$ cat config.mk
export PLATFORM = sky130hd
export DESIGN_NAME = instr_fetch_unit
export DESIGN_NICKNAME = d
export VERILOG_FILES = /design/src/rtl/fetch_pkg.sv /design/src/rtl/fetch_fifo.sv /design/src/rtl/instr_fetch_unit.sv
export SDC_FILE = /design/constraint.sdc
export NUM_CORES = 1
export LEC_CHECK = 0
export BUFFER_PORTS_ARGS = -buffer_cell sky130_fd_sc_hd__buf_2
export CORE_ASPECT_RATIO = 1.1
export CORE_MARGIN = 10
export CORE_UTILIZATION = 50
export CTS_CLUSTER_DIAMETER = 150
export DETAILED_ROUTE_END_ITERATION = 8
export HOLD_SLACK_MARGIN = 0.15
export PLACE_DENSITY = 0.74
export SYNTH_ARGS = -nofsm -noshare
export SYNTH_HDL_FRONTEND = slang
export SYNTH_SLANG_ARGS = --single-unit
$ cat constraint.sdc
create_clock -name i_clk -period 9.08 [get_ports i_clk]
set_input_delay 0.454 -clock i_clk [delete_from_list [all_inputs] [get_ports i_clk]]
set_output_delay 0.454 -clock i_clk [all_outputs]
set_load 0.02 [all_outputs]
$ cat src/rtl/fetch_pkg.sv
// fetch_pkg: shared state encoding, widths and buffer entry type for the fetch front end.
package fetch_pkg;
    localparam int          INSTR_W = 32;
    localparam logic [31:0] PC_STEP = 32'd4;

    typedef enum logic [1:0] {IDLE, BUSY, SQUASH} state_t;

    typedef struct packed {
        logic [31:0]        pc;
        logic [INSTR_W-1:0] instr;
    } entry_t;
endpackage

$ cat src/rtl/fetch_fifo.sv
// fetch_fifo: prefetch buffer with flush; push and pop in the same cycle leave the count unchanged.
module fetch_fifo
    import fetch_pkg::*;
#(
    parameter int DEPTH = 2
) (
    input  logic                   i_clk,
    input  logic                   i_rst_n,
    input  logic                   i_flush,
    input  logic                   i_push,
    input  logic                   i_pop,
    input  entry_t                 i_data,
    output entry_t                 o_data,
    output logic                   o_empty,
    output logic [$clog2(DEPTH):0] o_count
);
    localparam int AW = $clog2(DEPTH);

    entry_t      r_mem [DEPTH];
    logic [AW:0] r_wr, r_rd;
    logic        w_full;

    assign o_count = r_wr - r_rd;
    assign o_empty = r_wr == r_rd;
    assign w_full  = o_count == (AW+1)'(DEPTH);
    assign o_data  = r_mem[r_rd[AW-1:0]];

    always_ff @(posedge i_clk or negedge i_rst_n) begin
        if (!i_rst_n) begin
            r_wr <= '0;
            r_rd <= '0;
        end else if (i_flush) begin
            r_wr <= '0;
            r_rd <= '0;
        end else begin
            if (i_push) r_wr <= r_wr + (AW+1)'(1);
            if (i_pop && !o_empty) r_rd <= r_rd + (AW+1)'(1);
        end
    end

    always_ff @(posedge i_clk) begin
        if (i_push && !i_flush) r_mem[r_wr[AW-1:0]] <= i_data;
    end

    a_no_overflow: assert property (@(posedge i_clk) disable iff (!i_rst_n) !(i_push && w_full));
endmodule

$ cat src/rtl/instr_fetch_unit.sv
// instr_fetch_unit: owns the PC, requests words from imem and buffers them for decode.
// Define FETCH_MISALIGN_TRAP_EN to trap misaligned redirect targets on o_fetch_fault.
module instr_fetch_unit
    import fetch_pkg::*;
#(
    parameter logic [31:0] RESET_PC   = 32'h0000_0000,
    parameter int          FIFO_DEPTH = 2
) (
    input  logic               i_clk,
    input  logic               i_rst_n,
    output logic               o_imem_req,
    output logic [31:0]        o_imem_addr,
    input  logic               i_imem_ack,
    input  logic [31:0]        i_imem_rdata,
    input  logic               i_redirect_valid,
    input  logic [31:0]        i_redirect_pc,
    output logic               o_inst_valid,
    input  logic               i_inst_ready,
    output logic [INSTR_W-1:0] o_instruction,
    output logic [31:0]        o_inst_pc,
`ifdef FETCH_MISALIGN_TRAP_EN
    output logic               o_fetch_fault,
`endif
    output logic [31:0]        o_inst_pc4
);
    localparam int          AW      = $clog2(FIFO_DEPTH);
    localparam logic [AW:0] DEPTH_C = (AW+1)'(FIFO_DEPTH);

    state_t      r_state, w_state_nxt;
    logic [31:0] r_fetch_pc, r_sq_addr, w_redirect_pc;
    logic        w_push, w_pop, w_empty, w_halt;
    logic [AW:0] w_count, w_cnt_nxt;
    entry_t      w_entry, w_head;

`ifdef FETCH_MISALIGN_TRAP_EN
    logic r_fault;
    assign w_redirect_pc = i_redirect_pc;
    assign w_halt        = r_fault;
    assign o_fetch_fault = r_fault;

    always_ff @(posedge i_clk or negedge i_rst_n) begin
        if (!i_rst_n) r_fault <= 1'b0;
        else if (i_redirect_valid && |i_redirect_pc[1:0]) r_fault <= 1'b1;
    end
`else
    assign w_redirect_pc = i_redirect_pc & ~32'h3;
    assign w_halt        = 1'b0;
`endif

    // Acked data is dropped when a redirect lands in the same cycle.
    assign w_push    = (r_state == BUSY) && i_imem_ack && !i_redirect_valid;
    assign w_pop     = o_inst_valid && i_inst_ready;
    assign w_cnt_nxt = w_count + (AW+1)'(w_push) - (AW+1)'(w_pop);
    assign w_entry   = '{pc: r_fetch_pc, instr: i_imem_rdata};

    fetch_fifo #(.DEPTH(FIFO_DEPTH)) u_fifo (
        .i_clk   (i_clk),
        .i_rst_n (i_rst_n),
        .i_flush (i_redirect_valid),
        .i_push  (w_push),
        .i_pop   (w_pop),
        .i_data  (w_entry),
        .o_data  (w_head),
        .o_empty (w_empty),
        .o_count (w_count)
    );

    always_ff @(posedge i_clk or negedge i_rst_n) begin
        if (!i_rst_n) begin
            r_state    <= IDLE;
            r_fetch_pc <= RESET_PC;
            r_sq_addr  <= '0;
        end else begin
            r_state <= w_state_nxt;
            if (i_redirect_valid) r_fetch_pc <= w_redirect_pc;
            else if (w_push) r_fetch_pc <= r_fetch_pc + PC_STEP;
            if (r_state == BUSY) r_sq_addr <= r_fetch_pc;
        end
    end

    always_comb begin
        w_state_nxt = r_state;
        case (r_state)
            IDLE:    w_state_nxt = (!i_redirect_valid && !w_halt && w_count < DEPTH_C) ? BUSY : IDLE;
            BUSY:    w_state_nxt = i_imem_ack ? ((!i_redirect_valid && w_cnt_nxt < DEPTH_C) ? BUSY : IDLE)
                                              : (i_redirect_valid ? SQUASH : BUSY);
            SQUASH:  w_state_nxt = i_imem_ack ? IDLE : SQUASH;
            default: w_state_nxt = IDLE;
        endcase
    end

    always_comb begin
        o_imem_req  = r_state != IDLE;
        o_imem_addr = (r_state == BUSY) ? r_fetch_pc : (r_state == SQUASH) ? r_sq_addr : '0;
    end

    assign o_inst_valid  = !w_empty;
    assign o_instruction = w_empty ? '0 : w_head.instr;
    assign o_inst_pc     = w_empty ? '0 : w_head.pc;
    assign o_inst_pc4    = w_empty ? '0 : w_head.pc + PC_STEP;
endmodule

== Word-level counts from Yosys, hierarchy flattened ==
Memories as Yosys holds them, arrays and structs flattened.
Cells that the tools add are included.

* Bits in read-only memories: 0
* Register bits after elaboration: 70
* Latch bits: 0
* Memory bits (writable): 128
* Memories: 1
* Input port bits: 69
* Output and inout bits: 130
* Word-level logic and storage cells: 50

* Reductions and logical operators: 13
* $mul: 0
* Mux-type cells: 19
* Div/mod/pow operators: 0
* Bitwise logic cells: 0
* Shift-type cells: 0
* Add/sub/neg operators: 7
* Equal/unequal tests: 3
* $lt $le $gt $ge: 2

{| class="wikitable"
|+ Memory list
! name !! depth !! bits a word !! read ports !! clocked after Yosys merged registers in !! wr ports !! RTL line !! RTL
|-
| u_fifo.r_mem || 2 || 64 || 1 || 0 || 1 || fetch_fifo.sv:19 || <nowiki>entry_t r_mem [DEPTH];</nowiki>
|}

{| class="wikitable"
|+ Operators by type and width
! cell !! number
|-
| $mux 32 || 7
|-
| $add 32x3->32 const B || 2
|-
| $mux 2 || 7
|-
| $logic_and 1x1->1 || 7
|-
| $pmux 2 s3 || 1
|-
| $reduce_bool 2->1 || 3
|-
| $add 2x1->2 const B || 2
|-
| $lt 2x2->1 const B || 2
|-
| $mux 1 || 4
|-
| $add 2x1->2 || 1
|-
| $eq 2x1->1 const B || 1
|-
| $eq 2x2->1 || 1
|-
| $eq 2x2->1 const B || 1
|-
| $logic_not 1->1 || 2
|-
| $logic_not 2->1 || 1
|-
| $sub 2x1->2 || 1
|-
| $sub 2x2->2 || 1
|}

== Longest topological paths before layout ==
Gate-level depths: netlist of run 1.

* Word-level depth: 10
* Mapped depth: 12
* Gate-level depth less buffers: 11

== Modules after synthesis ==
Synthesis of run 1 repeated with hierarchy kept, for this count alone.

* Cells, all modules: 826
* Area, all modules: 9,317.7 um^2

{| class="wikitable"
|+ By module, submodules not included
! module !! area an instance (um^2) !! cells an instance !! seq. area each (um^2) !! times used
|-
| fetch_fifo || 4,917.2 || 228 || 3,943.8 || 1
|-
| instr_fetch_unit || 4,400.5 || 598 || 1,551.5 || 1
|}

== Least setup slack after synthesis of run 1 ==
No wires, ideal clock.

* Path kind: register to register
* Start: register r_state[0]
* End: memory u_fifo.r_mem[0][0] (netlist name), enable pin
* Setup time: 482 ps
* Data required time: 8,598 ps
* Cell stages (with the launch flop): 6
* Arrival: 3,939 ps
* Path buffers: 0
* Path slack: 4,659 ps
* Clock period less this slack: 4,421 ps
* Path through: dfrtp_1 -> inv_1 -> nor2_1 -> nand2_1 -> or2_2 -> nor2_1

* Cells in the longest elaborated chain, start to end: 6

{| class="wikitable"
|+ Ends and longest elaborated chain
! item !! RTL line !! RTL
|-
| from (decl) || instr_fetch_unit.sv:29 || <nowiki>state_t r_state, w_state_nxt;</nowiki>
|-
| from (signal assigned) || instr_fetch_unit.sv:74 || <nowiki>r_state <= w_state_nxt;</nowiki>
|-
| $eq 2x1->1 || instr_fetch_unit.sv:51 || <nowiki>assign w_push = (r_state == BUSY) && i_imem_ack && !i_redirect_valid;</nowiki>
|-
| $logic_and 1x1->1 (2 in a row) || instr_fetch_unit.sv:51 ||
|-
| $logic_and 1x1->1 || fetch_fifo.sv:42 || <nowiki>if (i_push && !i_flush) r_mem[r_wr[AW-1:0]] <= i_data;</nowiki>
|-
| $mux 1 || fetch_fifo.sv:42 ||
|-
| $mux 1 (not written as such) || fetch_fifo.sv:42 ||
|-
| to (decl) || fetch_fifo.sv:19 ||
|}

Every way passes these cells.

== Final worst setup path of run 1 ==
* Start: register u_fifo.r_rd[0]
* End: output port o_inst_pc4[30]

* Cells in the longest elaborated chain, start to end: 3
* Elaborated cells between the ends (all ways): 4
* Classes of those cells: add/sub (1); eq/ne (1); mux (1); memory (1)

{| class="wikitable"
|+ Ends and longest elaborated chain
! item !! RTL line !! RTL
|-
| from (decl) || fetch_fifo.sv:20 || <nowiki>logic [AW:0] r_wr, r_rd;</nowiki>
|-
| from (signal assigned) || fetch_fifo.sv:37 || <nowiki>if (i_pop && !o_empty) r_rd <= r_rd + (AW+1)'(1);</nowiki>
|-
| $mem_v2 2x64 || - ||
|-
| $add 32x3->32 || instr_fetch_unit.sv:100 || <nowiki>assign o_inst_pc4 = w_empty ? '0 : w_head.pc + PC_STEP;</nowiki>
|-
| $mux 32 * || instr_fetch_unit.sv:100 ||
|-
| to (decl) || instr_fetch_unit.sv:24 || <nowiki>output logic [31:0] o_inst_pc4</nowiki>
|}

Every way passes the cells marked *; elsewhere a longest branch is shown, timed or not.

==> impl_results.md, run 1 <==
- Status: finished, final reports clean
- CP arrival: 4.29 ns
- Min Tclk post-route: 4.74 ns
- Final setup viols: 0
- CTS max path bufs: 2
- Vias per cell: 5.42
- Num rows: 51
- Layout Nets: 993
- Crit-path leading delay family: compound AO/OA/AOI/OAI gates
- CP bufs+invs: 3
- Max Clk Rate: 0.211 GHz
- Sink Count: 190
- Worst Max-Slew Pin Slew: 0.943 ns
- Area leader, netlist: edfxtp_1
- Final wirelength: 21100 um
- Routed Antenna Nets: 0
- Routed WL per cell: 18.0 um
- Top fanout value on the critical path: 59
- Ys Warns: 0
- Final-report max-slew violation count: 0
- Drt pass-1 iters: 5
- Top_reg_cell synth: edfxtp_1
- H-tree lvl count: 4
- Global-route wire length before repair: 32900 um
- Post-synth top area share: 0.410
- Setup_tns: 0 ns
- Reg clk slew, reported paths: 0.07 ns
- Net Sw Power: 1.22 mW
- PortBufs: 190
- Die height: 161 um
- Leakage power total: 4.29 nW
- DRC viols: 0
- Avg Cell Area, Syn: 12.2 um^2
- Slowest-stage cell, CP: dfrtp_4
- EDFF count, synth: 124
- Fillers: 1493
- Power density over the cells: 289 nW/um^2
- Hpwl dp: 15000 um
- Placed inst area: 10200 um^2
- Gates resized, CTS repair: 0
- Asr flop ratio synth: 0.347
- Most common cell after layout, fill and taps aside: buf_2
- Clock latency on the worst-skew pair: 0.43 ns
- Share of post-route cells with drive strength above 1: 0.310
- Largest net degree at the start of global routing: 83
- Area delta synth->final: 18.7%
- Worst vdd ir: 0.156 mV
- RSZ-0062 raised after global routing: false
- Power share of the clock group: 0.227
- CTS tree: built
- Vias in the first global route: 6242
- Die area: 23900 um^2
- Setup Fix Bufs, Post-CTS: 0
- Sequential fraction of design power: 0.375
- Post-synthesis register bit count: 190
- I/O Pins: 199
- CP Cell Sequence: buf_4, mux2_2, ha_1, inv_1, a211oi_2, nand2_1, o41ai_1, buf_2
- Crit. Startpoint: u_fifo.r_rd[0]
- Final Hold Vio Count: 0
- Initial antenna violation count: 1
- 1st-iter DRT viols: 303
- Switching part of the total: 0.393
- GP Congestion: 0.801
- Critical path class: reg2out
- Seq/Total Area, Yosys: 0.593
- GRT Overall Usage: 0.172
- HP Class: in2async
- Fin area: 10800 um^2
- Post-CTS Hold Buffers: 0
- CTS root buffer: clkbuf_16
- Crit path largest cell delay: 0.91 ns
- Crit path capture type: primary output
- Die width: 148 um
- Crit start category: register
- Largest cells by area after synthesis: edfxtp_1 41%, dfrtp_1 18%, mux2i_1 6.5%, mux2_2 4.5%, nor2_1 3.7%
- Most frequent cells in the layout: 190 x buf_2, 124 x edfxtp_1, 87 x nor2_1
- Vias: 6346
- Worst slew margin: 0.366
- Gate Count Post-Synth: 744
- Synthesized area: 9070 um^2
- CP required: 8.63 ns
- Final Skew: 0.0141 ns
- Comb power frac: 0.398
- Grt total ovfl: 0
- Period utilization: 0.522
- Core Area: 17700 um^2
- Synth cell types: 60
- # diodes: 0
- Worst r2r src: u_fifo.r_rd[0]
- Max-cap violations: 0
- Pint: 1.89 mW
- CTS buffer count: 17
- Starting Density: 0.511
## final cells by class
cell class,instances,area [um^2],share of cell area
inverter,6,22.5,0.00209
clock inverter,14,135,0.0126
timing repair buffer,198,1010,0.0939
multi-input combinational,507,3490,0.324
tap,238,298,0.0277
clock buffer,18,429,0.0399
sequential,190,5380,0.500
## power groups by stage
stage / clock (mW) / combinational [mW] / sequential (mW)
after global placement: 0 / 1.24 / 1.18
after global routing: 0.764 / 1.34 / 1.18
after detailed placement: 0 / 1.26 / 1.19
after CTS: 0.724 / 1.26 / 1.17
after floorplan: 0 / 0.926 / 1.12
final: 0.706 / 1.24 / 1.17
## worst register-to-register path: stages (launching register included)
cell      delay (ns)
dfrtp_4         0.75
ha_1            0.44
and2_2          0.14
buf_4           0.64
inv_1           0.52
and2_1          0.34
ha_1            0.29
nor2_1          0.13
xnor2_1         0.10
a211oi_1        0.24
nor2b_1         0.08
nor3_1          0.12
## sequential cells by signal, indices dropped and copies added (netlist names)
signal,flops
u_fifo.r_mem,124
r_fetch_pc,30
r_sq_addr,30
r_state,2
u_fifo.r_rd,2
u_fifo.r_wr,2
## cell usage after synthesis, types with 8 or more instances
cell / number
a22o_1: 30
and2_1: 11
buf_2: 8
clkbuf_1: 25
dfrtp_1: 66
edfxtp_1: 124
mux2_2: 36
mux2i_1: 59
nand2_1: 63
nand3_1: 27
nand4_1: 13
nor2_1: 90
nor3_1: 12
o21ai_0: 34
xnor2_1: 18
xor2_1: 30
## per-stage QoR
step | power [mW] | hold WS [ns] | setup WS [ns] | instances | util
2_1_floorplan | 2.05 | 0.158 | 4.66 | 749 | -
3_3_place_gp | 2.42 | 0.489 | 4.79 | 1139 | 0.575
3_5_place_dp | 2.44 | 0.497 | 4.72 | 1139 | 0.575
4_1_cts | 3.15 | 0.199 | 4.26 | 1171 | 0.607
5_1_grt | 3.29 | 0.197 | 4.03 | 1171 | 0.607
6_report | 3.11 | 0.205 | 4.34 | 1171 | 0.607
## per-layer routing
metal / track usage / share of wire
met5: 0 / 0
met4: 0.0491 / 0.013
met3: 0.0517 / 0.065
met2: 0.273 / 0.47
met1: 0.221 / 0.45
## worst paths after layout
| check | to | cells after the start | slack, ns |
|---|---|---|---|
| min in group i_clk | u_fifo.r_mem[1][11] | 1 | 0.22 |
| worst min-delay path | r_sq_addr[3] | 2 | 0.20 |
| worst min register to register | r_sq_addr[9] | 1 | 0.51 |
| worst max register to register | r_state[0] | 11 | 5.22 |
| worst max-delay path | o_inst_pc4[30] | 8 | 4.34 |
| max in group asynchronous | u_fifo.r_rd[0] | 2 | 8.24 |
## cells by family after synthesis
family                     share of synthesized area
AOI/OAI and AO/OA                             0.0777
xor gates and xnor gates                      0.0463
adders and majority gates                    0.00552
buffers and inverters                         0.0277
DFF                                            0.593
muxes                                          0.112
other                                       0.000413
and+or+nand+nor                                0.138
No activity file was read; power rests on OpenSTA's default activity.
==> run 2, diff against run 1 <==
==> constraint.sdc (replaced) <==
create_clock -name i_clk -period 4.9 [get_ports i_clk]
set_input_delay 0.245 -clock i_clk [delete_from_list [all_inputs] [get_ports i_clk]]
set_output_delay 0.245 -clock i_clk [all_outputs]
set_load 0.02 [all_outputs]
==> run 2 against run 1 <==
Effect of this change: worst hold slack worse by 0.0020 ns; count of clock-buffer cells in the layout is the same; sequential cell count did not move; non-clock buffer count grew 66; register-to-register slack got worse by 3.5 ns; critical path depth shrank 1; clock skew is 0.0022 ns lower; critical path type unchanged; critical endpoint unchanged; largest cell class unchanged.
==> impl_results.md, run 2 (synthesized netlist as in run 1, its figures left out) <==
- Final-report max-slew violation count: 0 (unchanged)
- PortBufs: 190 (unchanged)
- HP Class: in2reg
- 1st-iter DRT viols: 371 (+22%)
- Worst R2R End: r_state[0]
- Power density over the cells: 510 nW/um^2 (+76%)
- RSZ-0062 raised after global routing: false
- Vias per cell: 5.39 (-0.55%)
- Crit-path leading delay family: compound AO/OA/AOI/OAI gates
- Worst Reg-to-Reg Cells: 10 (-1)
- Worst slew margin: 0.345 (-0.0209)
- Max-cap violations: 0 (unchanged)
- Min Tclk post-route: 4.03 ns
- Routed WL per cell: 18.0 um (-0.27%)
- Initial antenna violation count: 0 (-1)
- Gates resized, CTS repair: 0 (unchanged)
- Vias: 6667 (+5.1%)
- CTS tree: built
- Status: finished, final reports clean
- Global-route wire length before repair: 35600 um (+8.2%)
- Top fanout value on the critical path: 64 (+8.5%)
- CP Cell Sequence: mux2_2, ha_1, inv_1, a211oi_2, nand2_1, o41ai_1, buf_2
- # diodes: 0 (unchanged)
- Die height: 161 um (unchanged)
- GRT Overall Usage: 0.183 (+0.0115)
- Layout Nets: 1059 (+6.6%)
- Num rows: 51 (unchanged)
- Finished Core Util: 0.644 (+0.0368)
- Die width: 148 um (unchanged)
- Flop-to-flop setup slack: 1.70 ns (-3.52 ns)
- CP bufs+invs: 2 (-1)
- Crit path capture type: primary output
- Hpwl dp: 15400 um (+2.2%)
- Slowest-stage cell, CP: dfrtp_4
- Sink Count: 190 (unchanged)
- Most common cell after layout, fill and taps aside: buf_2
- Routed Antenna Nets: 0 (unchanged)
- Vias in the first global route: 6702 (+7.4%)
- Worst Max-Slew Pin Slew: 0.974 ns (+0.0311 ns)
- Final setup viols: 0 (unchanged)
- Leakage power total: 4.56 nW (+6.5%)
- CTS buffer count: 17 (unchanged)
- Pre-CTS setup slack: 1.34 ns (-3.37 ns)
- Die area: 23900 um^2 (unchanged)
- Max Clk Rate: 0.248 GHz
- Critical path class: reg2out
- Hold path cells: 4
- Setup_tns: 0 ns (unchanged)
- Drt pass-1 iters: 5 (unchanged)
- Final Skew: 0.0119 ns (-0.00221 ns)
- Area delta synth->final: 25.9%
- Crit start category: register
- Hold Startpoint: i_inst_ready
- Final Hold Vio Count: 0 (unchanged)
- Clock latency on the worst-skew pair: 0.42 ns (about the same)
- Worst Hold End: u_fifo.r_rd[1]
- Worst setup margin: 0.869 ns (-3.47 ns)
- Final wirelength: 22200 um (+5.4%)
- Worst r2r src: u_fifo.r_rd[0]
- Crit path largest cell delay: 0.99 ns (+0.08 ns)
- GP Congestion: 0.828 (+3.4%)
- Largest net degree at the start of global routing: 82 (-1.2%)
- I/O Pins: 199 (unchanged)
- CTS root buffer: clkbuf_16
- H-tree lvl count: 4 (unchanged)
- Worst vdd ir: 0.304 mV (+96%)
- Period utilization: 0.823
- Most frequent cells in the layout: 190 x buf_2, 124 x edfxtp_1, 87 x nor2_1
- Share of post-route cells with drive strength above 1: 0.291 (-0.0185)
- CP required: 4.66 ns (-3.97 ns)
- Max reg flops: 124 (unchanged)
- Grt total ovfl: 0 (unchanged)
- Core Area: 17700 um^2 (unchanged)
- Starting Density: 0.511 (unchanged)
- CTS max path bufs: 2 (unchanged)
- CP arrival: 3.79 ns (-0.50 ns)
- Reg clk slew, reported paths: 0.07 ns (about the same)
- DRC viols: 0 (unchanged)
==> run 2: worst max path at each step <==
stage	cells after the start	start	to	slack (ns)
2_1_floorplan	5	r_state[0]	u_fifo.r_mem[0][0]	0.48
3_3_place_gp	7	u_fifo.r_rd[0]	o_inst_pc4[30]	1.45
3_5_place_dp	7	u_fifo.r_rd[0]	o_inst_pc4[30]	1.34
4_1_cts	7	u_fifo.r_rd[0]	o_inst_pc4[30]	0.81
5_1_grt	7	u_fifo.r_rd[0]	o_inst_pc4[30]	0.64
6_report	7	u_fifo.r_rd[0]	o_inst_pc4[30]	0.87
==> run 2: repair_timing <==
| action | in CTS | in global routing |
|---|---|---|
| setup buffers | 0 | 0 |
| hold buffers | 64 | 0 |
| hold endpoints to repair | 161 | 0 |
==> run 2: stage by stage <==
step	cells	hold slack [ns]	total power, mW	area [um^2]
after floorplan	749	-0.0506	3.80	9090
after global placement	1141	0.433	4.48	10200
after detailed placement	1141	0.436	4.53	10200
after CTS	1237	0.186	5.88	11400
after global routing	1237	0.226	6.14	11400
final	1237	0.203	5.82	11400
==> run 2: where the power goes <==
part	switching [mW]	total, mW	internal (mW)
sequential	0.223	2.17	1.94
combinational	1.47	2.35	0.883
clock	0.598	1.31	0.709
total	2.29	5.82	3.54
==> run 2: routing by layer <==
layer,track usage,wire length [um],vias up
met3,0.0450,1350,21
met2,0.307,10700,213
met5,0,0,-
met1,0.232,9860,3242
met4,0.0464,257,0
li1,-,-,3191
==> run 2: cell type report <==
type | instances | area [um^2]
Clock buffer | 18 | 429
Clock inverter | 14 | 133
Fill cell | 1392 | 6320
Inverter | 6 | 22.5
Multi-Input combinational cell | 507 | 3490
Sequential cell | 190 | 5380
Tap cell | 238 | 298
Timing Repair Buffer | 264 | 1670
==> run 2: worst register-to-register path, delay by kind of cell, from the launching register on <==
family | cells | cell delay, ns
flops | 1 | 0.99
xor+xnor | 1 | 0.10
buf+inv | 1 | 0.39
compound gates | 1 | 0.18
simple gates | 5 | 0.79
fa+ha+maj | 2 | 0.63
